[config.mk]
export PLATFORM = sky130hd
export DESIGN_NAME = pattern_stream_source
export DESIGN_NICKNAME = d
export VERILOG_FILES = /design/src/rtl/pattern_stream_source.sv
export SDC_FILE = /design/constraint.sdc
export NUM_CORES = 1
export LEC_CHECK = 0
export ABC_AREA = 0
export CAP_MARGIN = 20
export CELL_PAD_IN_SITES_DETAIL_PLACEMENT = 0
export CELL_PAD_IN_SITES_GLOBAL_PLACEMENT = 2
export CORE_MARGIN = 8
export CORE_UTILIZATION = 37
export CTS_BUF_LIST = sky130_fd_sc_hd__clkbuf_8
export DETAILED_ROUTE_END_ITERATION = 8
export PLACE_DENSITY = 0.87
export SYNTH_ARGS = -nofsm -noshare
export SYNTH_HDL_FRONTEND = slang
export SYNTH_SLANG_ARGS = --single-unit
[constraint.sdc]
create_clock -name clk -period 2.8 [get_ports clk]
set_clock_uncertainty 0.05 [all_clocks]
set_input_delay 0.28 -clock clk [delete_from_list [all_inputs] [get_ports clk]]
set_output_delay 0.28 -clock clk [all_outputs]
set_load 0.01 [all_outputs]
[src/rtl/pattern_stream_source.sv]
// pattern_stream_source: byte-stream source and ack responder for the
// "boab" pattern detector. It emits filler bytes followed by the pattern,
// waits for the detector flag, clears it by toggling ack, and counts hits.
// Optional build macro DECOY_EN: sends a "boax" decoy before every real
// pattern, then watches for a false detection during DECOY_CHK.
module pattern_stream_source #(
    parameter logic [7:0] FILLER       = 8'h2E,
    parameter int         GAP          = 4,
    parameter int         NUM_PATTERNS = 8,
    parameter int         TIMEOUT      = 16,
    parameter int         ACK_DELAY    = 2
) (
    input  logic       clk,
    input  logic       reset_n,
    input  logic       start,
    input  logic       found_pattern,
    output logic [7:0] data,
    output logic       ack,
    output logic       busy,
    output logic [7:0] hit_count,
    output logic       timeout_err,
`ifdef DECOY_EN
    output logic       false_hit,
`endif
    output logic       done
);

    localparam logic [7:0] GAP_LAST = 8'(GAP - 1);
    localparam logic [7:0] TO_LAST  = 8'(TIMEOUT - 1);
    localparam logic [7:0] NPAT     = 8'(NUM_PATTERNS);
    // The WAIT_HIT cycle that saw the flag plus the first ACK_DLY cycle
    // already account for two cycles of found_pattern being held high.
    localparam logic [7:0] AD_HOLD  = (ACK_DELAY > 2) ? 8'(ACK_DELAY - 2) : 8'd0;

    typedef enum logic [3:0] {
        IDLE,
        FILL,
`ifdef DECOY_EN
        DECOY,
        DECOY_CHK,
`endif
        PAT,
        WAIT_HIT,
        ACK_DLY,
        WAIT_CLR,
        NEXT
    } state_t;

    state_t     state_q, state_d;
    logic [7:0] cnt_q, cnt_d;     // per-state cycle counter, cleared on every state entry
    logic [7:0] sent_q, sent_d;   // patterns sent in this run
    logic       ack_q, ack_d;
    logic [7:0] hit_q, hit_d;
    logic       to_q, to_d;
    logic       done_q, done_d;
`ifdef DECOY_EN
    logic       fh_q, fh_d;
    assign false_hit = fh_q;
`endif

    assign ack         = ack_q;
    assign busy        = (state_q != IDLE);
    assign hit_count   = hit_q;
    assign timeout_err = to_q;
    assign done        = done_q;

    // Byte on the bus is a pure function of the current state and position.
    always_comb begin
        data = FILLER;
        case (state_q)
            PAT: begin
                case (cnt_q[1:0])
                    2'd0:    data = 8'd98;
                    2'd1:    data = 8'd111;
                    2'd2:    data = 8'd97;
                    default: data = 8'd98;
                endcase
            end
`ifdef DECOY_EN
            DECOY: begin
                case (cnt_q[1:0])
                    2'd0:    data = 8'd98;
                    2'd1:    data = 8'd111;
                    2'd2:    data = 8'd97;
                    default: data = 8'd120;
                endcase
            end
`endif
            default: data = FILLER;
        endcase
    end

    // Next-state and register updates for the run sequencer.
    always_comb begin
        state_d = state_q;
        sent_d  = sent_q;
        ack_d   = ack_q;
        hit_d   = hit_q;
        to_d    = to_q;
        done_d  = 1'b0;
`ifdef DECOY_EN
        fh_d    = fh_q;
`endif
        case (state_q)
            IDLE: begin
                if (start) begin
                    hit_d   = '0;
                    to_d    = 1'b0;
                    sent_d  = '0;
`ifdef DECOY_EN
                    fh_d    = 1'b0;
`endif
                    state_d = FILL;
                end
            end
            FILL: begin
                if (cnt_q == GAP_LAST) begin
`ifdef DECOY_EN
                    state_d = DECOY;
`else
                    state_d = PAT;
`endif
                end
            end
`ifdef DECOY_EN
            DECOY: begin
                if (cnt_q == 8'd3) state_d = DECOY_CHK;
            end
            DECOY_CHK: begin
                if (found_pattern) fh_d = 1'b1;
                if (cnt_q == TO_LAST) state_d = PAT;
            end
`endif
            PAT: begin
                if (cnt_q == 8'd3) begin
                    sent_d  = sent_q + 8'd1;
                    state_d = WAIT_HIT;
                end
            end
            WAIT_HIT: begin
                if (found_pattern) begin
                    state_d = ACK_DLY;
                end else if (cnt_q == TO_LAST) begin
                    to_d    = 1'b1;
                    state_d = NEXT;
                end
            end
            ACK_DLY: begin
                if (!found_pattern) begin
                    state_d = NEXT;
                end else if (cnt_q >= AD_HOLD) begin
                    ack_d   = ~ack_q;
                    state_d = WAIT_CLR;
                end
            end
            WAIT_CLR: begin
                if (!found_pattern) begin
                    if (hit_q != 8'hFF) hit_d = hit_q + 8'd1;
                    state_d = NEXT;
                end else if (cnt_q == TO_LAST) begin
                    to_d    = 1'b1;
                    state_d = NEXT;
                end
            end
            NEXT: begin
                if (sent_q == NPAT) begin
                    done_d  = 1'b1;
                    state_d = IDLE;
                end else begin
                    state_d = FILL;
                end
            end
            default: state_d = IDLE;
        endcase
        cnt_d = (state_d != state_q) ? 8'd0 : cnt_q + 8'd1;
    end

    // State and datapath registers; reset aborts any run without a done pulse.
    always_ff @(posedge clk or negedge reset_n) begin
        if (!reset_n) begin
            state_q <= IDLE;
            cnt_q   <= '0;
            sent_q  <= '0;
            ack_q   <= 1'b0;
            hit_q   <= '0;
            to_q    <= 1'b0;
            done_q  <= 1'b0;
`ifdef DECOY_EN
            fh_q    <= 1'b0;
`endif
        end else begin
            state_q <= state_d;
            cnt_q   <= cnt_d;
            sent_q  <= sent_d;
            ack_q   <= ack_d;
            hit_q   <= hit_d;
            to_q    <= to_d;
            done_q  <= done_d;
`ifdef DECOY_EN
            fh_q    <= fh_d;
`endif
        end
    end

endmodule
---- Word level (Yosys, flattened, before mapping) ----
Index checks and enable logic that the tools add are counted.
storage, ports and cells
  register bits ........................... 31
  input bits .............................. 4
  output and inout bits ................... 20
  logic and storage cells ................. 66
operators by class
  add/sub/neg operators ................... 3
  magnitude comparators ................... 1
  eq/ne operators ......................... 19
  muxes and demuxes ....................... 26
  bitwise operators ....................... 1
  reduce and logical (&&, ||, !) cells .... 9
operators by type and width
  operator                                                                count
  8-bit 2-to-1 mux                                                        6
  4-bit 2-to-1 mux                                                        8
  8-bit one-hot mux with 2 select lines                                   2
  4-bit one-hot mux with 7 select lines                                   1
  8-bit by 1-bit adder with 8-bit output (second input constant)          3
  8-bit by 4-bit == test with 1-bit output (second input constant)        2
  4-bit by 3-bit == test with 1-bit output (second input constant)        3
  2-bit != test (second input constant)                                   6
  4-bit by 2-bit == test with 1-bit output (second input constant)        2
  8-bit by 2-bit == test with 1-bit output (second input constant)        1
  8-bit by 1-bit >= comparator with 1-bit output (second input constant)  1
  8-bit != test (second input constant)                                   1
  4-bit one-hot mux with 2 select lines                                   1
  4-bit AND reduction                                                     2
  1-bit 2-to-1 mux                                                        7
  3-bit AND reduction                                                     2
  4-bit by 1-bit == test with 1-bit output (second input constant)        1
  4-bit zero test                                                         1
  4-bit != test                                                           1
  2-bit nonzero test                                                      2
  4-bit nonzero test                                                      1
  1-bit one-hot mux with 3 select lines                                   1
  3-bit nonzero test                                                      1
  2-bit by 1-bit == test with 1-bit output (second input constant)        1
  other kinds (2)                                                         2

---- Depth between registers and ports, before layout ----
Gate-level depths: netlist of the first run.
  word-level depth ........................ 6
  depth in mapped cells ................... 7

---- Worst setup path before layout of the first run ----
Ideal clock, no wire load.
  kind .................................... register to register
  from .................................... register cnt_q[0]
  to ...................................... register cnt_q[2]
  library setup time ...................... 0.096 ns
  arrival ................................. 1.870 ns
  required time ........................... 2.654 ns
  path slack .............................. 0.784 ns
  cell stages (with the launch flop) ...... 7
  path buffers ............................ 0
  path through ............................ dfrtp_1 > ha_1 > nor3b_1 > a22oi_1 > o22ai_1 > mux2_4 > nor4_2
between the ends
  cells in the longest elaborated chain, start to end .. 6
RTL lines
  item                                                                                                        RTL line       RTL
  from (decl)                                                                                                 50             logic [7:0] cnt_q, cnt_d;
  from (signal assigned)                                                                                      193            cnt_q <= cnt_d;
  8-bit by 1-bit >= comparator with 1-bit output or 8-bit by 4-bit == test with 1-bit output (tied branches)  151, 143, 160
  4-bit 2-to-1 mux (on tied branches)                                                                         151, 143, 160
  4-bit 2-to-1 mux (on tied branches)                                                                         149, 141, 157
  4-bit one-hot mux with 7 select lines (*)                                                                   104            case (state_q)
  via state_d[1]                                                                                              49             state_t state_q, state_d;
  4-bit != test (*)                                                                                           175            cnt_d = (state_d != state_q) ? 8'd0 : cnt_q + 8'd1;
  8-bit 2-to-1 mux (*)                                                                                        175
  via cnt_d[2]                                                                                                50
The timed path passes the listed nets; every way through them passes the cells marked *.
A chain may end at the register's enable or synchronous reset.

---- Worst setup path in the final report of the first run ----
  from .................................... register state_q[1]
  to ...................................... output data[0]
between the ends
  cells in the longest elaborated chain, start to end .. 2
RTL lines
  item                                      RTL line  RTL
  from (decl)                               49
  from (signal assigned)                    192       state_q <= state_d;
  4-bit by 2-bit == test with 1-bit output  70        case (state_q)
  8-bit 2-to-1 mux                          70
  to (decl)                                 17        output logic [7:0] data,
Every way passes these cells.

==> metrics list, run 1 <==
- Aggregate global routing overflow: 0
- Pin count of the biggest net entering global routing: 32
* H-tree level count: 2
- Clock Tree Root: sky130_fd_sc_hd__clkbuf_8
- For this block, the initial DRC count from the detailed router was 55.
* Global-route wire length before repair: 6700 µm
- Average cell area after synthesis: 10.2 µm²
- Port buffering added 20 buffers.
- The Yosys step of the flow raised 0 warnings.
- Worst Tran Pin Value: 0.693 ns
- Maximum net fanout on the critical path: 17
- WL per Instance: 14.3 µm
- Data arrival time of the critical path: 2.10 ns
* Combinational power share: 10.7%
* Post-synth ARST share: 100%
* CTS hold repair buffers: 0
- Critical path's largest stage delay: 0.66 ns
* Number of global-route vias before repair: 1416
- Compared with the post-synthesis result, the final layout area differs by 15.8%.
- STA classifies the critical path startpoint as a register.
- Most frequent cells after synthesis: sky130_fd_sc_hd__dfrtp_1, sky130_fd_sc_hd__nor2_1, sky130_fd_sc_hd__nand2_1, sky130_fd_sc_hd__xnor2_1, sky130_fd_sc_hd__nand3_1
- The largest total area in the synthesized netlist belongs to sky130_fd_sc_hd__dfrtp_1.
- Final weighted congestion of routability-driven global placement: 0.753
- The repair_antennas step left the layout with diodes totalling 0.
- In this run the tightest slew margin relative to its limit is 53.7%.
- Once placement finished, the instance area stood at 2190 µm².
- Sorting the synthesized cells by area gives the leading types as sky130_fd_sc_hd__dfrtp_1, sky130_fd_sc_hd__xnor2_1, sky130_fd_sc_hd__nor4_2, sky130_fd_sc_hd__nor2_1, sky130_fd_sc_hd__ha_1.
- In the global route stage, overall resource usage came out at 11.0%.
* Start-to-end type of the worst setup path: reg2out
- Summed over all failing endpoints, the final setup total negative slack is 0 ns.
* Internal power consumption: 722 µW
- R2R Path Start: cnt_q[0]
- For the worst flop-to-flop path, the logic depth is 6.
- Setup violations remaining at the end of the flow were counted as 0.
- STA classifies the critical path endpoint as an output pin.
- Latest clock arrival within the worst-skew pair: 0.29 ns
- In the post-synthesis netlist, the cell with the most instances is sky130_fd_sc_hd__dfrtp_1.
- Count of flip-flops with a built-in enable after synthesis: 0
- Summing all non-filler instances in the final layout gives an area of 2290 µm².
* 1st-pass router iterations: 4
- Pre-CTS worst setup slack: 0.506 ns
- Min-Delay Path Class: in2async
* Flop pwr share: 48.5%
* Highest Clock Rate: 412 MHz
* Setup ws final: 0.375 ns
- In this run the power spent charging and discharging nets is 257 µW.
- Post-route DRC violation count: 0
* Avg Vias per Cell: 5.05
* Vias: 1435
* Share of total power consumed by net switching: 26.3%
* Clock net sink count: 31
* Top-level I/O count: 24
- Critical Path Source: state_q[1]
* Fraction of final layout cells sized beyond drive strength 1: 16.4%
- Tcrit/Tclk final: 86.6%
* Reg-to-reg critical path endpoint: cnt_q[3]
* Part of the Yosys area used for sequential elements: 39.2%
- Portion of synthesized cell area occupied by the leading cell type: 39.2%
* Placeable Area: 5140 µm²
- The synthesized netlist occupies a cell area of 1980 µm².
* Result of the run: complete, no violations
- After synthesis, the netlist uses 49 different library cells.
* Instance count of the mapped netlist: 193
- Leakage power: 0.904 nW
- Synth Flop Type: sky130_fd_sc_hd__dfrtp_1
* Number of pins exceeding their max-slew limit in the final report: 0
* P per Cell Area: 428 nW/µm²
- Max-Cap Viols: 0
* Number of clock buffers inserted by TritonCTS: 5
- Post-CTS timing repair inserted 0 buffers for setup.
* Die Outline Area: 7940 µm²
* Post-detailed-routing wire length: 4070 µm
- Final Net Count: 223
- Once detail routing completed, the nets flagged for antenna violations numbered 0.
- The die is 89.1 µm tall.
- The worst-case IR drop observed on VDD is 0.194 mV.
* Hold WS: 0.326 ns
* Flops & latches, synth: 31
- Starting utilization of the core area: 38.5%
- Resize count post-CTS: 0
- Clock power frac: 40.8%
* Number of antenna violations at the first check in global routing: 0
* Final min period: 2.43 ns
- The count of endpoints failing hold in the final timing report is 0.
- STA puts the critical path data required time at 2.47 ns.
* Rows: 26
- After clock tree synthesis, the clock-pin slew on the worst setup and hold paths is 0.07 ns.
- The signal on the critical path passes through nor4b_4, nor2b_1, clkdlybuf4s50_1.
- The wire-length estimate of the detail-placed layout is 2870 µm.
* Maximum clock insertion buffer count: 2
* Unrepaired setup endpoints after global routing: false
- Crit-path slowest cell: sky130_fd_sc_hd__dfrtp_1
- Reg-to-reg slack, setup: 0.44 ns
* CTS tree: done
- The die is 89.1 µm wide.
==> metrics by stage <==
step	power, mW	util, %	cells
floorplan	0.565	-	195
global placement	0.591	42.5	276
detailed placement	0.590	42.5	276
CTS	0.994	44.5	284
global route	1.02	44.5	284
finish	0.979	44.5	284
==> sequential cells by signal, summed over array words and instances, names as in the netlist <==
signal and flops:
ack 1, cnt_q 8, done 1, hit_count 8, sent_q 8, state_q 4
timeout_err 1
==> area by class of cell <==
cell class,count,area [µm²]
multi-input cells,142,1050
flip-flops and latches,31,776
repair buffers,25,238
inverters,8,35.0
well taps,70,87.6
clock buffers,7,96.3
clock inverters,1,7.51
fillers,542,2850
==> layout by cell type (no fill, tap or decap), types with 6 or more instances in the layout <==
cell and instances:
sky130_fd_sc_hd__a21oi_1 6, sky130_fd_sc_hd__clkbuf_8 7, sky130_fd_sc_hd__clkdlybuf4s50_1 20, sky130_fd_sc_hd__dfrtp_1 31
sky130_fd_sc_hd__ha_1 6, sky130_fd_sc_hd__inv_1 7, sky130_fd_sc_hd__nand2_1 12, sky130_fd_sc_hd__nand3_1 9
sky130_fd_sc_hd__nor2_1 21, sky130_fd_sc_hd__nor4_2 8, sky130_fd_sc_hd__o21ai_0 7, sky130_fd_sc_hd__xnor2_1 12
sky130_fd_sc_hd__xor2_1 7
==> worst max-delay path: cells and delay by family (launching register included) <==
family        cells  cell delay [ns]
simple gates      2             0.61
buf+inv           1             0.55
flops             1             0.66
==> metal layers <==
metal	vias up	GRT usage (%)	share of wire [%]
met5	-	0	0
met4	0	5.44	1.8
met3	4	2.85	4.4
met2	27	17.2	44
met1	692	13.7	49
li1	712	-	-
==> logic make-up (layout without fill, tap and decap cells) <==
kind of cell,Yosys count,count (layout),synth area share (%)
AND/OR/NAND/NOR,87,87,30.0
adder cells (fa/ha/maj),6,6,3.80
AO/OA/AOI/OAI,25,25,9.37
multiplexers,1,1,0.759
XOR/XNOR,19,19,8.42
other,2,4,0.380
flip-flops,31,31,39.2
buffers and inverters,22,41,8.04
==> power by group through the flow <==
| stage | logic (mW) | registers, mW | clock network (mW) |
|---|---|---|---|
| final | 0.104 | 0.475 | 0.400 |
| after global routing | 0.115 | 0.477 | 0.432 |
| after CTS | 0.107 | 0.475 | 0.412 |
| after detailed placement | 0.106 | 0.484 | 0 |
| after global placement | 0.107 | 0.483 | 0 |
| after floorplan | 0.0921 | 0.473 | 0 |
==> how the worst max path moves through the flow <==
| stage | to | slack (ns) | depth (start not counted) |
|---|---|---|---|
| 2_1_floorplan | cnt_q[2] | 0.78 | 6 |
| 3_3_place_gp | cnt_q[5] | 0.49 | 6 |
| 3_5_place_dp | cnt_q[3] | 0.51 | 6 |
| 4_1_cts | data[0] | 0.33 | 3 |
| 5_1_grt | cnt_q[6] | 0.20 | 6 |
| 6_report | data[0] | 0.37 | 3 |
(Power assumes the default switching activity.)
==> run 2, diff against run 1 <==
--- a/config.mk
+++ b/config.mk
@@ -10,10 +10,10 @@
 export CELL_PAD_IN_SITES_DETAIL_PLACEMENT = 0
 export CELL_PAD_IN_SITES_GLOBAL_PLACEMENT = 2
 export CORE_MARGIN = 8
-export CORE_UTILIZATION = 37
+export CORE_UTILIZATION = 33
 export CTS_BUF_LIST = sky130_fd_sc_hd__clkbuf_8
 export DETAILED_ROUTE_END_ITERATION = 8
-export PLACE_DENSITY = 0.87
+export PLACE_DENSITY = 0.82
 export SYNTH_ARGS = -nofsm -noshare
 export SYNTH_HDL_FRONTEND = slang
 export SYNTH_SLANG_ARGS = --single-unit
==> constraint.sdc (replaced) <==
create_clock -name clk -period 2 [get_ports clk]
set_clock_uncertainty 0.05 [all_clocks]
set_input_delay 0.2 -clock clk [delete_from_list [all_inputs] [get_ports clk]]
set_output_delay 0.2 -clock clk [all_outputs]
set_load 0.01 [all_outputs]
==> run 2 against run 1 <==
Design area is 18% higher. Die area is 9.9% higher. Largest power group unchanged. Clock power is 27% higher. Highest routed layer unchanged. Register-to-register slack worse by 0.40 ns. Final cell count is 15% higher.
==> metrics list, run 2 (synthesized netlist as in run 1, its figures left out) <==
* Result of the run: complete, no violations
* Starting utilization of the core area: 33.8% (-4.7 points)
- The via count is 1540 (+7.3%).
- The HPWL reported at the end of detailed placement came to 3180 µm (+11%).
- The site row count was 28 (+7.7%).
- Final setup viols: 0 (unchanged)
* Latest clock arrival within the worst-skew pair: 0.28 ns (about the same)
* Final ANT Viol Nets: 0 (unchanged)
* Number of global-route vias before repair: 1538 (+8.6%)
- The aggregate routed wire length was 4470 µm (+9.9%).
* Maximum clock insertion buffer count: 2 (unchanged)
- Number of clock buffers inserted by TritonCTS: 5 (unchanged)
- The worst path needs 1.96 ns of the cycle, external delays included.
- The number of optimization iterations in the first detailed-route pass came to 4 (unchanged).
* Clock net sink count: 31 (unchanged)
* Maximum net fanout on the critical path: 8 (-9)
* Pin count of the biggest net entering global routing: 32 (unchanged)
* Final instance area: 2700 µm² (+18%)
- The cell depth of the worst flop-to-flop path came to 8 (+2).
- Crit-path slowest cell: sky130_fd_sc_hd__or4_4
* Reg-to-reg slack, setup: 0.04 ns (-0.40 ns)
- The number of top-level pins was 24 (unchanged).
* Pre-CTS worst setup slack: -0.142 ns (-0.648 ns)
- The ratio of total power to cell area is 524 nW/µm² (+22%).
* Number of antenna violations at the first check in global routing: 0 (unchanged)
- Post-route DRC violation count: 0 (unchanged)
- GRT Resource Usage Total: 11.1% (+0.12 points)
- CP dominant cell by count: sky130_fd_sc_hd__buf_12
* Total area of sequential cells: 781 µm² (+0.65%)
- Worst setup SP type: register
- Setup_tns: 0 ns (unchanged)
- Number of hold violations in the final report: 0 (unchanged)
- The worst hold path belongs to the class in2async.
- The worst path setup slack after routing was 0.0421 ns (-0.333 ns).
* Required time at the worst-slack endpoint: 2.14 ns (-0.33 ns)
* Area of the multi-input gates: 1130 µm² (+8.1%)
- The data arrival time at the worst-slack endpoint is 2.10 ns (about the same).
* Die Outline Area: 8720 µm² (+9.9%)
- Filler instances: 553 (+2.0%)
- Die span in y: 93.4 µm (+4.8%)
- The global-route wire length before repair was 7660 µm (+14%).
* Unrepaired setup endpoints after global routing: true
- Leakage power: 1.13 nW (+25%)
* WL per Instance: 13.7 µm (-4.6%)
* Final Net Count: 262 (+17%)
* Commonest cells after routing, fill and taps aside: sky130_fd_sc_hd__buf_4, sky130_fd_sc_hd__dfrtp_1, sky130_fd_sc_hd__nor2_1
- H-tree level count: 2 (unchanged)
- Number of I/O port buffers: 20 (unchanged)
* Avg Vias per Cell: 4.71 (-6.8%)
- The largest stage delay on the critical path came to 0.51 ns (-0.15 ns).
- The area of the core region was 5850 µm² (+14%).
- Reg-to-reg critical path endpoint: cnt_q[5]
- Chip width: 93.4 µm (+4.8%)
- Area Growth Syn to Fin: 36.3%
- CTS tree: done
- The critical path is of the reg2reg type.
* Post-place instance area: 2430 µm² (+11%)
* CP Buf/Inv Count: 4 (+3)
- In this run the clock root is driven by a sky130_fd_sc_hd__clkbuf_8.
- Grouping stages by cell kind, the critical path spends the most delay in simple AND/OR/NAND/NOR gates.
- The instance count on the critical path was 8 (+5).
- Clock input transition at the sequential cells of the worst setup and hold paths: 0.07 ns (about the same)
- The antenna diode instance count was 0 (unchanged).
- Hold WS: 0.258 ns (-0.0680 ns)
- The signal on the critical path passes through buf_6, buf_12, inv_6, or4_4, o221ai_4, a31oi_4, buf_12, nor4_2.
* Max-Cap Viols: 0 (unchanged)
* Crit end category: register
- The violation count after the first detailed-routing iteration was 24 (-56%).
- In this run the critical register-to-register path is launched from state_q[0].
* Critical Path Source: state_q[0]
- Number of pins exceeding their max-slew limit in the final report: 0 (unchanged)
- The final critical path takes up 97.9% of the cycle.
- The fraction of final layout cells sized beyond drive strength 1 was 34.9% (+19 points).
- Aggregate global routing overflow: 0 (unchanged)
- The most critical setup path has its endpoint at cnt_q[5].
- The final weighted congestion of routability-driven global placement is 0.776 (+3.0%).
- The library cell used most frequently in the layout, excluding fill and tap cells, is sky130_fd_sc_hd__buf_4.
* Max IR drop VDD: 0.232 mV (+19%)
- Highest Clock Rate: 511 MHz
[run 2: cell count changes in the layout (fill, tap and decap cells not counted), moves of 4 or more]
cell,previous run,this run
sky130_fd_sc_hd__clkdlybuf4s50_1,20,14
sky130_fd_sc_hd__dfrtp_1,31,27
sky130_fd_sc_hd__dfrtp_2,0,4
sky130_fd_sc_hd__buf_4,5,40
sky130_fd_sc_hd__dlygate4sd2_1,0,4
[run 2: metal layers]
metal	share of wire (%)	global-route usage, %	vias up
li1	-	-	792
met1	47	14.4	719
met2	48	17.5	22
met3	4.3	2.24	7
met4	1.5	4.83	0
met5	0	0	-
[run 2: worst min-delay path by stage]
stage | endpoint | from | slack, ns
after floorplan | ack | reset_n | -0.15
after global placement | ack | ack | 0.40
after detailed placement | ack | ack | 0.41
after CTS | state_q[2] | reset_n | 0.29
after global routing | hit_count[4] | reset_n | 0.31
final | state_q[2] | reset_n | 0.26
[run 2: final cells by class]
cell class	instances	area share [%]
Clock buffer	6	3.06
Clock inverter	1	0.186
Inverter	8	1.30
Multi-Input combinational cell	142	42.1
Sequential cell	31	29.0
Tap cell	75	3.48
Timing Repair Buffer	64	20.9
[run 2: per-stage QoR]
stage	instances	total power, mW	util [%]
after floorplan	195	0.791	-
after detailed placement	310	0.874	41.5
after global placement	310	0.873	41.5
after global routing	327	1.49	46.1
after CTS	326	1.42	45.0
final	327	1.41	46.1
[run 2: report_power, final]
part / total (mW) / switching, mW / internal, mW
sequential: 0.650 / 0.0109 / 0.639
combinational: 0.256 / 0.128 / 0.128
clock: 0.506 / 0.236 / 0.270
[run 2: worst reg2reg max path, stage by stage (launching register included)]
cell and delay (ns):
sky130_fd_sc_hd__dfrtp_2 0.40, sky130_fd_sc_hd__buf_6 0.13, sky130_fd_sc_hd__buf_12 0.10, sky130_fd_sc_hd__inv_6 0.02, sky130_fd_sc_hd__or4_4 0.51, sky130_fd_sc_hd__o221ai_4 0.22, sky130_fd_sc_hd__a31oi_4 0.06, sky130_fd_sc_hd__buf_12 0.16
sky130_fd_sc_hd__nor4_2 0.21
[run 2: timing repair]
action                                  in CTS  in global routing
hold buffers                                 0                  0
endpoints found under the hold margin        0                  0
gates resized for setup                     15                 13
pin swaps                                    2                  4
endpoints found under the setup margin      19                 20
buffers inserted                             9                  1
cloned                                       0                  0
